File: src/rtl/wave_display_pkg.sv
// Shared constants, FSM encoding and stage-1 record for the waveform display pipeline.
package wave_display_pkg;

    localparam logic [10:0] X_BASE_DEF = 11'd256;
    localparam int          WIN_W      = 512;
    localparam int          WIN_H      = 512;
    localparam logic [23:0] COLOR_DEF  = 24'hFFFFFF;
    localparam logic [23:0] GRID_COLOR = 24'h404040;

    typedef enum logic [1:0] {
        IDLE_S = 2'b01,
        DRAW_S = 2'b10
    } state_e;

    typedef struct packed {
        logic       in_win;
        logic       valid;
        logic [7:0] y_d;
        logic       col_new;
        logic       first;
    } s1_t;

    // Screen rows grow downward, so a large sample must land near the top.
    function automatic logic [7:0] plot_level(input logic [7:0] cur);
        return 8'd255 - cur;
    endfunction

endpackage

File: src/rtl/wave_line_compare.sv
// Lit test for one pixel: is the row inside the span joining two plotted levels.
module wave_line_compare
    import wave_display_pkg::*;
(
    input  logic       en,
    input  logic [7:0] prev_t,
    input  logic [7:0] t,
    input  logic [7:0] y_d,
    output logic       lit
);

    logic [7:0] lo;
    logic [7:0] hi;

    always_comb begin
        lo  = (prev_t < t) ? prev_t : t;
        hi  = (prev_t < t) ? t : prev_t;
        lit = en && (y_d >= lo) && (y_d <= hi);
    end

endmodule

File: src/rtl/wave_display_pipe.sv
// Draws the captured half of the sample RAM as a connected line in a 512x512 window.
// Optional background grid when WAVE_DISPLAY_GRID_EN is defined.
module wave_display_pipe
    import wave_display_pkg::*;
#(
    parameter logic [23:0] COLOR  = COLOR_DEF,
    parameter logic [10:0] X_BASE = X_BASE_DEF
) (
    input  logic        clk,
    input  logic        reset,
    input  logic [10:0] x,
    input  logic [9:0]  y,
    input  logic        valid,
    input  logic        read_index,
    input  logic [7:0]  read_value,
    output logic [8:0]  read_address,
    output logic        valid_pixel,
    output logic [7:0]  r,
    output logic [7:0]  g,
    output logic [7:0]  b,
    output logic        wave_display_idle
);

    logic [10:0] xo_full;
    logic [8:0]  xo;
    logic        in_win;

    always_comb begin
        xo_full = x - X_BASE;
        xo      = xo_full[8:0];
        in_win  = valid && (x >= X_BASE) && (int'(xo_full) < WIN_W) && !y[9];
    end

    state_e      state_q, state_d;
    logic        idx_q, idx_d;
    logic [8:0]  addr_q, addr_d;
    s1_t         s1_q, s1_d;
    logic [7:0]  prev_t_q, prev_t_d;
    logic [23:0] rgb_q, rgb_d;
    logic        vp_q, vp_d;

    always_comb begin
        state_d = state_q;
        idx_d   = idx_q;
        case (state_q)
            IDLE_S: begin
                if (valid && (y == 10'd0) && (x == 11'd0)) begin
                    state_d = DRAW_S;
                    idx_d   = ~read_index;
                end
            end
            DRAW_S: begin
                if (y == 10'(WIN_H)) state_d = IDLE_S;
            end
            default: state_d = IDLE_S;
        endcase
    end

    always_comb begin
        addr_d = in_win ? {idx_q, xo[8:1]} : addr_q;
        s1_d.in_win  = in_win;
        s1_d.valid   = valid;
        s1_d.y_d     = y[8:1];
        s1_d.col_new = ~xo[0];
        s1_d.first   = (xo == 9'd0);
    end

    assign read_address = addr_d;

    // Stage 2: read_value belongs to the pixel held in s1_q.
    logic [7:0] t;
    logic [7:0] ref_t;
    logic       lit;
    logic       grid_hit;

    // prev_t holds the previous sample's level for both columns of a pair, so it
    // advances on the pair's second column; the first column of a line restarts it.
    always_comb begin
        t        = plot_level(read_value);
        ref_t    = s1_q.first ? t : prev_t_q;
        prev_t_d = prev_t_q;
        if (s1_q.in_win && (s1_q.first || !s1_q.col_new)) prev_t_d = t;
    end

    wave_line_compare u_cmp (
        .en     (s1_q.in_win),
        .prev_t (ref_t),
        .t      (t),
        .y_d    (s1_q.y_d),
        .lit    (lit)
    );

`ifdef WAVE_DISPLAY_GRID_EN
    logic grid_q, grid_d;

    always_comb grid_d = (xo[5:0] == 6'd0) || (y[5:0] == 6'd0);

    always_ff @(posedge clk or posedge reset) begin
        if (reset) grid_q <= 1'b0;
        else       grid_q <= grid_d;
    end

    assign grid_hit = s1_q.in_win && grid_q;
`else
    assign grid_hit = 1'b0;
`endif

    always_comb begin
        rgb_d = 24'h0;
        if (lit)           rgb_d = COLOR;
        else if (grid_hit) rgb_d = GRID_COLOR;
        vp_d = s1_q.valid;
    end

    always_ff @(posedge clk or posedge reset) begin
        if (reset) begin
            state_q  <= IDLE_S;
            idx_q    <= 1'b0;
            addr_q   <= 9'd0;
            s1_q     <= '0;
            prev_t_q <= 8'd0;
            rgb_q    <= 24'h0;
            vp_q     <= 1'b0;
        end else begin
            state_q  <= state_d;
            idx_q    <= idx_d;
            addr_q   <= addr_d;
            s1_q     <= s1_d;
            prev_t_q <= prev_t_d;
            rgb_q    <= rgb_d;
            vp_q     <= vp_d;
        end
    end

    assign {r, g, b}         = rgb_q;
    assign valid_pixel       = vp_q;
    assign wave_display_idle = (state_q == IDLE_S);

endmodule
File: config.mk
export PLATFORM = sky130hd
export DESIGN_NAME = wave_display_pipe
export DESIGN_NICKNAME = d
export VERILOG_FILES = /design/src/rtl/wave_display_pkg.sv /design/src/rtl/wave_line_compare.sv /design/src/rtl/wave_display_pipe.sv
export SDC_FILE = /design/constraint.sdc
export NUM_CORES = 1
export LEC_CHECK = 0
export BUFFER_PORTS_ARGS = -buffer_cell sky130_fd_sc_hd__buf_2
export CORE_ASPECT_RATIO = 0.5
export CORE_MARGIN = 4
export CORE_UTILIZATION = 30
export CTS_CLUSTER_DIAMETER = 60
export DETAILED_ROUTE_END_ITERATION = 6
export HOLD_SLACK_MARGIN = 0.02
export SLEW_MARGIN = 20
export SYNTH_ARGS = -nofsm -noshare
export SYNTH_HDL_FRONTEND = slang
export SYNTH_HIERARCHICAL = 1
export SYNTH_SLANG_ARGS = --single-unit
File: constraint.sdc
create_clock -name clk -period 4.35 [get_ports clk]
set_input_delay 0.435 -clock clk [delete_from_list [all_inputs] [get_ports clk]]
set_output_delay 0.435 -clock clk [all_outputs]
set_load 0.02 [all_outputs]
==> results of run 1 <==
-- placed cells by master, fill, tap and decap left out, types with 5 or more instances in the layout --
cell / n
a21oi_1: 9
buf_2: 67
clkbuf_16: 5
dfrtp_1: 33
ha_1: 26
inv_1: 24
mux2_2: 16
mux2i_1: 15
nand2_1: 14
nand4_1: 6
nor2_1: 5
o21ai_0: 11
-- sequential cells by signal, indices dropped and copies added, names as in the netlist --
register / flops
addr_q: 9
idx_q: 1
prev_t_q: 8
rgb_q: 1
s1_q: 11
state_q: 2
valid_pixel: 1
vp_d: 1
-- per-stage QoR --
step                instance area (µm²)  utilization [%]  hold WS [ns]  total power, µW
floorplan                          2270                -         0.331              799
global placement                   2540             34.6         0.336              884
detailed placement                 2540             34.6         0.336              906
CTS                                2710             36.9         0.270             1310
global route                       2710             36.9         0.273             1380
finish                             2710             36.9         0.250             1290
-- cell type report --
cell class                 instances  area [µm²]
timing repair buffer              68         343
tap                               96         120
multi-input combinational        133        1140
fill                             712        4640
sequential                        34         852
clock inverter                     3        40.0
clock buffer                       5         125
inverter                          24        90.1
-- power by group through the flow --
stage / clock network, µW / logic [µW] / registers, µW
2_1_floorplan: 0 / 404 / 396
3_3_place_gp: 0 / 483 / 402
3_5_place_dp: 0 / 503 / 404
4_1_cts: 403 / 506 / 399
5_1_grt: 418 / 562 / 404
6_report: 391 / 500 / 397
-- kinds of logic (layout without fill, tap and decap cells) --
kind of cell,count (synthesis),in the layout,synth area share [%]
fa+ha+maj,26,26,14.3
compound gates,33,33,11.0
buf+inv,50,100,12.4
flops,34,34,37.5
mux,33,33,15.5
simple gates,41,41,9.25
-- routing by layer --
metal	wire length [µm]	part of all wire, %	vias up	GRT usage (%)
li1	-	-	838	-
met1	1860	42	758	11.9
met2	2280	51	38	18.4
met3	241	5.5	5	3.15
met4	45	1.0	0	3.08
met5	0	0	-	0
-- worst min-delay path, delay by kind of cell --
kind	cells	cell delay, ns
buffers and inverters	3	0.51
-- final timing paths --
path / to
max in group asynchronous: state_q[0]
min in group clk: s1_q[7]
worst min-delay path: prev_t_q[7]
worst max register to register: rgb_q[16]
worst min register to register: valid_pixel
worst max-delay path: rgb_q[16]
==> reports/metrics.yaml, run 1 <==
leakagePower_uw: 0.00141
synth.area.top_cells: "dfrtp_1 (36%), ha_1 (14%), mux2_2 (7.9%)"
antennaDiodeCount: 0
insertion_delay_ns: 0.27
yosysMostFrequentCell: "dfrtp_1"
status: "completed"
die_y_um: 69.5
synth_warnings: 6
ys.flop_type: "dfrtp_1"
comb_power_share_pct: 38.8
clock_skew_ns: 0.00127
startpoint: "s1_q[0]"
arrival_ns: 3.78
worst-path-stages: 10
yosysTopAreaCell: "dfrtp_1"
cp_cell_sequence: "mux2_2 -> ha_1 -> nand4_1 -> o31ai_4 -> mux2_1 -> ha_1 -> nor2b_1 -> o21ai_0 -> a21oi_1 -> nor3_1"
numPortBuffers: 67
maxCapViolCount: 0
clock-sinks: 34
finalSetupViolCount: 0
crit_buf_inv: 0
dp_hpwl_mm: 3.63
relSlewSlack_pct: 37.0
synth_cells: 217
setup_ws_ns: 0.754
cp_slowest_cell: "o31ai_4"
timing.fmax_mhz: 278
synth-seq-cells: 34
synthToLayoutAreaGrowth_pct: 19.2
seq_area_frac_synth_pct: 37.5
gr-total-overflow: 0
dpl.cell_count: 355
synth_edf_count: 0
drt-wirelength-per-cell_um: 12.2
syn-num-nets: 276
clkPwrFrac_pct: 30.3
drtPass1Iterations: 4
ff2ff_setup_slack_ns: 0.75
start_util_pct: 30.9
numCtsBuffers: 5
drt-total-wl_mm: 4.42
required_ns: 4.54
post-route-min-period_ns: 3.60
switching_power_uw: 424
dp_slack_ns: 0.795
critPathKind: "reg -> reg"
path_delay_family: "compound AO/OA/AOI/OAI gates"
synth_common_cells: "dfrtp_1 (33), ha_1 (26), inv_1 (24), buf_4 (23), mux2_2 (16)"
grt_max_degree: 35
core_um2: 7350
crit_path_max_incr_delay_ns: 0.85
cts_setup_buffers: 0
syn_area_per_cell_um2: 10.5
power_frac_seq_pct: 30.8
synth_area_um2: 2270
clkTransAtPathRegs_ns: 0.05
detail-route-antenna-nets: 0
timing.rr.start: "s1_q[0]"
synth_cell_type_count: 31
cts_tree: "done"
die_x_um: 131
die-area_um2: 9110
fin_cells: 363
cts_root_buf: "clkbuf_16"
grt_first_pass_wirelength_mm: 7.62
period_share_pct: 82.7
synth-async-reset-ratio_pct: 100
drt_iter0_drc: 56
startpoint_type: "flip-flop"
peakVddDrop_uv: 257
antenna_found_initial: 0
ff2ff_path_depth: 10
io_pins: 68
fp-row-count: 22
grt_pass1_vias: 1718
cpMostUsedCell: "ha_1"
critPathMaxFanout: 16
final-max-slew-violation-count: 0
track_usage_pct: 10.4
tightest_slew_ns: 0.944
h-tree-depth: 2
synth_top_area_share_pct: 36.3
grt_setup_unrepaired: "no"
p_per_area_nw_per_um2: 476
hold_viol: 0
fin_nets: 325
sw_frac_of_total_pct: 32.9
cts_resized: 0
cts_hold_buf: 0
p_int_uw: 865
drc: 0
cp-end-kind: "flip-flop"
via_count: 1639
clock_path_buffers: 2
drive_gt1_share_pct: 36.7
gp_congestion: 0.831
tns_ns: 0
viasPerCell: 4.52
hp-class: "in -> async"
Power figures use the tool's default switching activity.
==> run 2, diff against run 1 <==
==> constraint.sdc (replaced) <==
create_clock -name clk -period 3.24 [get_ports clk]
set_input_delay 0.324 -clock clk [delete_from_list [all_inputs] [get_ports clk]]
set_output_delay 0.324 -clock clk [all_outputs]
set_load 0.02 [all_outputs]
==> run 2 against run 1 <==
  * Flip-flop and latch count unchanged
  * Clock skew up 0.0010 ns
  * Final area up 0.97%
  * Cell count up 1.4%
  * Worst hold slack worse by 0.11 ns
  * Routed wire length up 4.3%
  * Highest routed layer unchanged
==> reports/metrics.yaml, run 2 (synthesized netlist as in run 1, its figures left out) <==
viasPerCell: 4.51
cp_slowest_cell: "a2111oi_4"
insertion_delay_ns: 0.27
period_share_pct: 94.8
synthToLayoutAreaGrowth_pct: 20.4
p_total_uw: 1700
p_per_area_nw_per_um2: 621
fin_cells: 368
cp-end-kind: "flip-flop"
regToRegEndpoint: "rgb_q[16]"
post-route-min-period_ns: 3.07
dp_hpwl_mm: 3.76
numCtsBuffers: 5
die_x_um: 131
place_area_um2: 2560
leakagePower_uw: 0.00143
regArea_um2: 853
regMostFlops: "s1_q"
maxCapViolCount: 0
final-max-slew-violation-count: 0
crit_path_max_incr_delay_ns: 0.44
dpl.cell_count: 357
arrival_ns: 3.26
largest_reg_flops: 11
hold_viol: 0
antennaDiodeCount: 0
startpoint_type: "flip-flop"
die_y_um: 69.5
clock_path_buffers: 2
drt-total-wl_mm: 4.61
drt_iter0_drc: 23
core_um2: 7350
peakVddDrop_uv: 231
dp_slack_ns: 0.103
startpoint: "s1_q[0]"
drtPass1Iterations: 4
grt_first_pass_wirelength_mm: 7.88
tightest_slew_ns: 0.843
setup.worst_path.end: "rgb_q[16]"
cts_tree: "done"
setup_ws_ns: 0.170
relSlewSlack_pct: 43.4
gp_congestion: 0.898
start_util_pct: 30.9
clkTransAtPathRegs_ns: 0.05
finalSetupViolCount: 0
drive_gt1_share_pct: 38.2
critPathKind: "reg -> reg"
clock_skew_ns: 0.00228
track_usage_pct: 10.9
final_cell_mix: "buf_2 (67), dfrtp_1 (32), ha_1 (26), inv_1 (24), mux2_2 (16)"
ff2ff_setup_slack_ns: 0.17
grt_pass1_vias: 1756
numPortBuffers: 67
reg_top3: "s1_q (11), addr_q (9), prev_t_q (8)"
multi_input_area_um2: 1140
ff2ff_path_depth: 12
critPathMaxFanout: 7
antenna_found_initial: 0
fill_cells: 737
status: "completed"
drt-wirelength-per-cell_um: 12.5
final_common_cell: "buf_2"
die-area_um2: 9110
grt_max_degree: 35
via_count: 1659
required_ns: 3.43
h-tree-depth: 2
fin_nets: 330
cts_hold_buf: 0
cts_root_buf: "clkbuf_16"
cp_cell_sequence: "buf_4 -> mux2_2 -> ha_1 -> a2111oi_4 -> o31ai_4 -> buf_4 -> mux2i_1 -> ha_1 -> a21oi_1 -> o21ai_0 -> o21a_1 -> nor3_1"
detail-route-antenna-nets: 0
fp-row-count: 22
io_pins: 68
gr-total-overflow: 0
hp-class: "in -> async"
timing.fmax_mhz: 326
drc: 0
whs_ns: 0.138
timing.rr.start: "s1_q[0]"
fin_area_um2: 2740
clock-sinks: 34
[run 2: where the power goes]
part	switching (µW)	internal, µW
Clock	165	304
Combinational	379	317
Sequential	33.2	500
[run 2: cell type report]
| class | instances | share of cell area [%] |
|---|---|---|
| timing repair buffer | 73 | 13.9 |
| sequential | 34 | 31.2 |
| inverter | 24 | 3.29 |
| clock inverter | 1 | 0.183 |
| clock buffer | 7 | 5.22 |
| multi-input combinational | 133 | 41.8 |
| tap | 96 | 4.39 |
[run 2: worst min-delay path by stage]
stage                      from          end  depth (start not counted)
after floorplan            vp_d  valid_pixel                          0
after global placement     vp_d  valid_pixel                          0
after detailed placement   vp_d  valid_pixel                          0
after CTS                 reset    addr_q[6]                          3
after global routing       y[5]      s1_q[6]                          1
final                     reset  prev_t_q[5]                          3
[run 2: metrics by stage]
step,utilization [%],TNS [ns]
CTS,36.8,0
finish,37.2,0
floorplan,-,0
detailed placement,34.8,0
global placement,34.8,0
global route,37.2,-0.00297
[run 2: timing repair]
item / 4_1_cts / 5_1_grt
setup endpoints to repair: 0 / 1
resized for setup: 0 / 4
setup buffers: 0 / 3
[run 2: worst max-delay path: cells and delay by family, from the launching register on]
kind	cells	cell delay [ns]
AO/OA/AOI/OAI	5	0.97
adder cells (fa/ha/maj)	2	0.60
multiplexers	2	0.53
flip-flops	1	0.40
buffers and inverters	2	0.34
AND/OR/NAND/NOR	1	0.15
[run 2: layer usage]
layer	track usage, %	vias up	wire length, µm
met5	0	-	0
met4	2.39	0	27
met3	4.54	2	262
met2	18.9	44	2360
met1	12.3	773	1960
li1	-	840	-
